==> config.mk <==
export PLATFORM = sky130hd
export DESIGN_NAME = mul_div_unit
export DESIGN_NICKNAME = d
export VERILOG_FILES = /design/src/rtl/mul_div_unit.sv
export SDC_FILE = /design/constraint.sdc
export NUM_CORES = 1
export LEC_CHECK = 0
export ABC_AREA = 1
export CAP_MARGIN = 10
export CORE_ASPECT_RATIO = 1.25
export CORE_MARGIN = 2
export CORE_UTILIZATION = 40
export DETAILED_ROUTE_END_ITERATION = 7
export GPL_ROUTABILITY_DRIVEN = 0
export PLACE_DENSITY_LB_ADDON = 0.15
export SLEW_MARGIN = 15
export SYNTH_ARGS = -nofsm -noshare
export SYNTH_HDL_FRONTEND = slang
export SYNTH_SLANG_ARGS = --single-unit
export TNS_END_PERCENT = 10
==> constraint.sdc <==
create_clock -name clock -period 3.9 [get_ports clock]
set_input_delay 0.78 -clock clock [delete_from_list [all_inputs] [get_ports clock]]
set_output_delay 0.78 -clock clock [all_outputs]
set_load 0.01 [all_outputs]
==> src/rtl/mul_div_unit.sv <==
// mul_div_unit: iterative unsigned 32-bit multiply/divide with register-file write-back.
module mul_div_unit #(
  parameter int WIDTH  = 32,
  parameter int REG_AW = 4
) (
  input  logic              clock,
  input  logic              reset_n,
  input  logic              start,
  input  logic [1:0]        op,
  input  logic [WIDTH-1:0]  bus_a,
  input  logic [WIDTH-1:0]  bus_b,
  input  logic [REG_AW-1:0] rw_in,
  output logic              busy,
  output logic              done,
  output logic              wb_en,
  output logic [REG_AW-1:0] wb_rw,
  output logic [WIDTH-1:0]  wb_data
);
  localparam int CW = $clog2(WIDTH);
  localparam logic [CW-1:0] LAST = CW'(WIDTH - 1);
  typedef enum logic [1:0] {S_IDLE, S_RUN, S_DONE} state_t;
  state_t r_state, w_next;
  logic [1:0]         r_op;
  logic [WIDTH-1:0]   r_a, r_b, r_rem, r_quo;
  logic [REG_AW-1:0]  r_rw;
  logic [CW-1:0]      r_cnt;
  logic [2*WIDTH-1:0] r_acc, w_acc_n;
  logic [WIDTH:0]     w_sum, w_rem_s, w_diff;
  logic [WIDTH-1:0]   w_rem_n, w_quo_n, w_res;
  logic               w_dbz;
  assign w_dbz = op[1] && bus_b == '0;
  always_comb begin
    w_next = r_state;
    if (r_state == S_IDLE)
      w_next = start ? (w_dbz ? S_DONE : S_RUN) : S_IDLE;
    else if (r_state == S_RUN)
      w_next = r_cnt == LAST ? S_DONE : S_RUN;
    else
      w_next = S_IDLE;
  end
  always_ff @(posedge clock or negedge reset_n)
    if (!reset_n) r_state <= S_IDLE;
    else r_state <= w_next;
  // shift-add step: carry out of the upper-half add becomes the new MSB
  assign w_sum   = {1'b0, r_acc[2*WIDTH-1:WIDTH]} + (r_acc[0] ? {1'b0, r_a} : '0);
  assign w_acc_n = {w_sum, r_acc[WIDTH-1:1]};
  // restoring step: remainder stays below the divisor, so WIDTH bits hold it between steps
  assign w_rem_s = {r_rem, r_quo[WIDTH-1]};
  assign w_diff  = w_rem_s - {1'b0, r_b};
  assign w_rem_n = w_diff[WIDTH] ? w_rem_s[WIDTH-1:0] : w_diff[WIDTH-1:0];
  assign w_quo_n = {r_quo[WIDTH-2:0], ~w_diff[WIDTH]};
  assign w_res   = r_op == 2'b00 ? w_acc_n[WIDTH-1:0] :
                   r_op == 2'b01 ? w_acc_n[2*WIDTH-1:WIDTH] :
                   r_op == 2'b10 ? w_quo_n : w_rem_n;
  always_ff @(posedge clock or negedge reset_n) begin
    if (!reset_n) begin
      r_op    <= '0;
      r_a     <= '0;
      r_b     <= '0;
      r_rw    <= '0;
      r_cnt   <= '0;
      r_acc   <= '0;
      r_rem   <= '0;
      r_quo   <= '0;
      wb_rw   <= '0;
      wb_data <= '0;
    end else if (r_state == S_IDLE && start) begin
      r_op  <= op;
      r_a   <= bus_a;
      r_b   <= bus_b;
      r_rw  <= rw_in;
      r_cnt <= '0;
      r_acc <= {{WIDTH{1'b0}}, bus_b};
      r_rem <= '0;
      r_quo <= bus_a;
      if (w_dbz) begin
        wb_data <= op[0] ? bus_a : '1;
        wb_rw   <= rw_in;
      end
    end else if (r_state == S_RUN) begin
      r_cnt <= r_cnt + 1'b1;
      r_acc <= w_acc_n;
      r_rem <= w_rem_n;
      r_quo <= w_quo_n;
      if (r_cnt == LAST) begin
        wb_data <= w_res;
        wb_rw   <= r_rw;
      end
    end
  end
  assign busy  = r_state != S_IDLE;
  assign done  = r_state == S_DONE;
  assign wb_en = done && wb_rw != '0;
endmodule

**Word-level counts from Yosys, hierarchy flattened**

Cells that the tools add are included.

- Bits in read-only memories: 0
- Bits in writable memories: 0
- Logic and storage cells: 59
- Latch bits: 0
- Output and inout port bits: 39
- Bits of input ports: 73
- Memories: 0
- Flip-flop bits (word level): 241

- Multipliers: 0
- $add $sub $neg: 3
- Divide/modulo/power cells: 0
- Bitwise gates (word level): 1
- Reductions and logical operators: 11
- Magnitude comparators: 0
- Equality and inequality tests: 6
- Muxes and demuxes: 27
- Shift-type cells: 0

Operator list:

| cell | count |
|---|---|
| 32-bit 2-to-1 mux | 14 |
| 64-bit 2-to-1 mux | 2 |
| 32-bit by 32-bit adder with 33-bit output | 1 |
| 33-bit by 32-bit subtractor with 33-bit output | 1 |
| 32-bit logical NOT | 1 |
| 4-bit 2-to-1 mux | 4 |
| 2-bit 2-to-1 mux | 5 |
| 5-bit 2-to-1 mux | 2 |
| 2-bit nonzero test | 3 |
| 5-bit by 1-bit adder with 5-bit output, second input constant | 1 |
| 5-bit equality test, second input constant | 1 |
| 2-bit by 1-bit equality test with 1-bit output, second input constant | 2 |
| 2-bit equality test, second input constant | 2 |
| 2-bit logical NOT | 2 |
| 4-bit nonzero test | 1 |
| 1-bit logical AND | 3 |
| 3-bit AND reduction | 1 |
| 2-bit != test, second input constant | 1 |
| 1-bit inverter | 1 |

**Logic depth before layout (Yosys ltp)**

- Depth in word-level cells: 8
- Mapped depth: 24
- Mapped depth without buffers: 22

**Worst setup path before layout**

Ideal clock, no wire load.

- Path type: reg2reg
- Start: register r_acc[0]
- End: register wb_data[17]
- Buffers on the path: 2
- Data required time: 3.784 ns
- Period minus slack after synthesis: 2.810 ns
- Arrival time: 2.693 ns
- Library setup time: 0.116 ns
- Stages on the path, launching flop included: 24
- Path slack: 1.090 ns
- Path through: dfrtp_1 clkbuf_1 clkbuf_1 nand2_1 inv_1 ha_1 inv_1 fa_1 o21ai_1 nand2_1 nand2_1 nand2_1 nand2_1 nand2_1 nand2_1 nand2_1 nand3_1 o21ai_0 inv_1 nand2_1 nand2_1 nand2_1 nand2_1 nand2_1

- Word-level cells in the longest chain between the ends: 7

Ends and longest elaborated chain:

| element | RTL line | text |
|---|---|---|
| start: declaration | 27 | `logic [2*WIDTH-1:0] r_acc, w_acc_n;` |
| start signal: assignment | 73 | `r_acc <= {{WIDTH{1'b0}}, bus_b};` |
| start signal: assignment | 82 | `r_acc <= w_acc_n;` |
| 32-bit 2-to-1 mux | 45 | `assign w_sum = {1'b0, r_acc[2*WIDTH-1:WIDTH]} + (r_acc[0] ? {1'b0, r_a} : '0);` |
| 32-bit by 32-bit adder with 33-bit output | 45 |  |
| 32-bit 2-to-1 mux | 53 | `r_op == 2'b01 ? w_acc_n[2*WIDTH-1:WIDTH] :` |
| 32-bit 2-to-1 mux | 52 | `assign w_res = r_op == 2'b00 ? w_acc_n[WIDTH-1:0] :` |
| 32-bit 2-to-1 mux | 85 | `if (r_cnt == LAST) begin` |
| 32-bit 2-to-1 mux | 80 | `end else if (r_state == S_RUN) begin` |
| 32-bit 2-to-1 mux | 67 | `end else if (r_state == S_IDLE && start) begin` |
| end signal: assignment | 77 | `wb_data <= op[0] ? bus_a : '1;` |
| end signal: assignment | 86 | `wb_data <= w_res;` |
| end: declaration | 17 | `output logic [WIDTH-1:0] wb_data` |

No other way between the ends. The select of a mux whose other input is x is not followed.
A chain may end at the register's enable or synchronous reset.

**Final worst setup path**

- Start: register r_quo[31]
- End: register wb_data[2]

- Word-level cells in the longest chain between the ends: 8

Ends and longest elaborated chain:

| element | RTL line | text |
|---|---|---|
| start: declaration | 24 | `logic [WIDTH-1:0] r_a, r_b, r_rem, r_quo;` |
| start signal: assignment | 75 | `r_quo <= bus_a;` |
| start signal: assignment | 84 | `r_quo <= w_quo_n;` |
| 33-bit by 32-bit subtractor with 33-bit output | 49 | `assign w_diff = w_rem_s - {1'b0, r_b};` |
| 32-bit 2-to-1 mux | 50 | `assign w_rem_n = w_diff[WIDTH] ? w_rem_s[WIDTH-1:0] : w_diff[WIDTH-1:0];` |
| 32-bit 2-to-1 mux | 54 | `r_op == 2'b10 ? w_quo_n : w_rem_n;` |
| 32-bit 2-to-1 mux | 53 |  |
| 32-bit 2-to-1 mux | 52 |  |
| 32-bit 2-to-1 mux | 85 |  |
| 32-bit 2-to-1 mux | 80 |  |
| 32-bit 2-to-1 mux | 67 |  |

No other way between the ends. The select of a mux whose other input is x is not followed.

==> metrics <==
r2r startpoint r_quo[31]; I/O Buffers roughly 110; crit end category flop; P_leak 9.88 nW; critical path launch point type flop; FF-to-FF End wb_data[2]; number of synthesized flops with an enable pin 0; initial core utilization 0.404; Setup WS post-layout 418 ps; Critical Path RT 4400 ps; WL met2 ~26 mm; Clock Sinks approximately 240; Netlist cell types 47; final WL 53.3 mm; Power Density approximately 1100 nW/um^2; Worst Max-Slew Pin Slew around 800 ps; Post-Syn Area about 16000 sq um; Final ANT Viol Nets 0; largest net degree at the start of global routing roughly 90; DP HPWL 40.8 mm; top_reg_cell synth dfrtp_1; Seq pwr share 0.225; Mapped Avg Cell Area ~7 sq um; Worst-path clk slew 70 ps; H-tree lvl count 1; # Post-CTS Setup Buffers 0; outcome finished, final reports clean; crit share post-route 0.893; Comb power frac 0.646; clk_skew 19.1 ps; initial DRC count between 1k and 1.5k; Worst slew margin 0.473; final hold vios 0; Worst Reg2Reg Path Length in Cells 21; detailed route wirelength on metal3 2.56 mm; Top Layer Used met4; warnings from Yosys 0; Via density approximately 5.3; CTS tree built; Worst R2R Setup Slack 420 ps; ys async rst share 1.00; overflow left after global routing 0; drt first pass iters 6; Final setup viols 0; Die Wd 182 um; Sw Pwr a little over 10 mW; Gate Count Post-Synth 2291; Ports between 100 and 150; Die Span Y 226 um; net switching fraction of the power 0.514; CTS Buf Count 27; global-route wire length before repair 83.3 mm; CP max stage delay between 400 and 500 ps; CP max FO 38; hold bufs inserted after CTS 0; CP Cell Sequence inv_1 > ha_1 > inv_1 > fa_1 > nand2_1 > nand2_1 > nand3_1 > nand2_2 > nand2_1 > nand2_2 > nand2_2 > nand3_2 > nand2_4 > inv_2 > nand2_1 > nand3_1 > nand2_1 > nand2_1 > nand2_1 > nand2_1 > nand2_1; layout cells sized above 1 0.0421; max-slew violations 0; Setup CP Type reg2reg; area grow syn2layout 16.1%; CTS resizes 0; sequential area share after synthesis 0.382; Post-DP Area ~17000 sq um; Arr. time, crit path 3980 ps; routed len/inst roughly 18 um; VDD IR max 0.471 mV; DRC Markers 0; core footprint a little under 40000 sq um; antenna violations before repair 0; DIE AREA 41100 sq um; flops & latches, synth about 240; Placement Rows 81; Worst-Skew Late Latency 560 ps; clock power share 0.129; most frequent CP cell nand2_1; setup_tns 0 ps; antenna diode count 0; Top delay family on crit path simple AND/OR/NAND/NOR gates; minimum clock period approximately 3500 ps; Crit-path slowest cell nand2_4; met1 wire length roughly 23 mm; Bufs on Longest Clock Path 3; fmax about 290 MHz; final core area utilization 0.469; syn_nets 2432; Via Count 15.4k; Total GRT Usage 0.258; number of max-cap violations 0; minimum hold slack 250 ps; RSZ-0062 raised after global routing no; nets between 2k and 3k; worst min path class in2async; WP buf/inv 3; Design Area, Final about 18000 sq um; vias in the first global route 15.1k; Placement Setup Slack 433 ps; internal power a little under 10 mW; CTS Root Cell clkbuf_16
[cell type report]
type | count | area [sq um]
clock buffer | 39 | 751
clock inverter | 10 | 118
inverter | 389 | 1460
tap | 498 | 623
timing repair buffer | 140 | 1370
sequential | 241 | 6030
multi-input combinational | 1582 | 7960
fill | 4001 | 20700
[cell usage in the layout (no fill, tap or decap), types with 6 or more instances in the layout]
master           instances
nand2_1                810
inv_1                  380
dfrtp_1                241
nor2_1                 148
o21ai_0                125
nand3_1                123
clkdlybuf4s50_1        110
ha_1                    66
a21oi_1                 64
o221ai_1                63
clkbuf_16               27
buf_4                   26
a32o_1                  22
nand4_1                 21
xnor2_1                 19
a22o_1                  14
nor3_1                  11
xor2_1                  11
nor4_1                   9
clkbuf_1                 9
o211ai_1                 8
nand2_2                  7
inv_2                    7
o21ai_1                  7
o21bai_1                 6
o22ai_1                  6
[registers in the layout (all words and copies together) (netlist names)]
register,flops
r_quo,32
r_a,32
r_state,2
r_cnt,5
wb_rw,4
r_rw,4
r_b,32
wb_data,32
r_op,2
r_acc,64
r_rem,32
[per-stage QoR]
step,total power [mW],instances
2_1_floorplan,13.5,2291
3_3_place_gp,17.2,2850
3_5_place_dp,17.3,2850
4_1_cts,20.0,2899
5_1_grt,21.9,2899
6_report,20.0,2899
[power groups by stage]
stage          combinational (mW)  clock [mW]  sequential, mW
2_1_floorplan                9.22           0            4.30
3_3_place_gp                 12.7           0            4.50
3_5_place_dp                 12.8           0            4.50
4_1_cts                      12.8        2.64            4.47
5_1_grt                      14.6        2.73            4.62
6_report                     12.9        2.59            4.50
[worst max path at each step]
| stage | start | end | cells after the start |
|---|---|---|---|
| after global routing | r_quo[31] | wb_data[15] | 21 |
| after detailed placement | r_quo[31] | wb_data[2] | 21 |
| final | r_quo[31] | wb_data[2] | 21 |
| after CTS | r_quo[31] | wb_data[2] | 21 |
| after global placement | r_quo[31] | wb_data[5] | 21 |
| after floorplan | r_acc[0] | wb_data[17] | 23 |
[metal layers]
layer	global-route usage	up-vias
met5	0	-
met2	0.448	432
met1	0.341	7422
li1	-	7489
met4	0.0876	0
met3	0.0194	97
[cells by family (layout without fill, tap and decap cells)]
logic type                 count (synthesis)  count (layout)  synth area share
AOI/OAI and AO/OA                        330             330             0.136
xor gates and xnor gates                  30              30            0.0166
adders and majority gates                 68              68            0.0549
buffers and inverters                    468             578             0.114
DFF                                      241             241             0.382
and+or+nand+nor                         1154            1154             0.296
[cell usage after synthesis (11+ instances only)]
library cell	number	area, sq um
a32o_1	22	220
nand4_1	21	131
o21ai_0	125	626
xor2_1	11	96.3
nand3_1	123	616
o221ai_1	63	552
nand2_1	811	3040
ha_1	66	826
inv_1	381	1430
nor2_1	150	563
clkbuf_1	56	210
dfrtp_1	241	6030
xnor2_1	19	166
nor3_1	11	55.1
a22o_1	14	123
a21oi_1	64	320
buf_1	12	45.0
No activity file was read; power rests on OpenSTA's default activity.
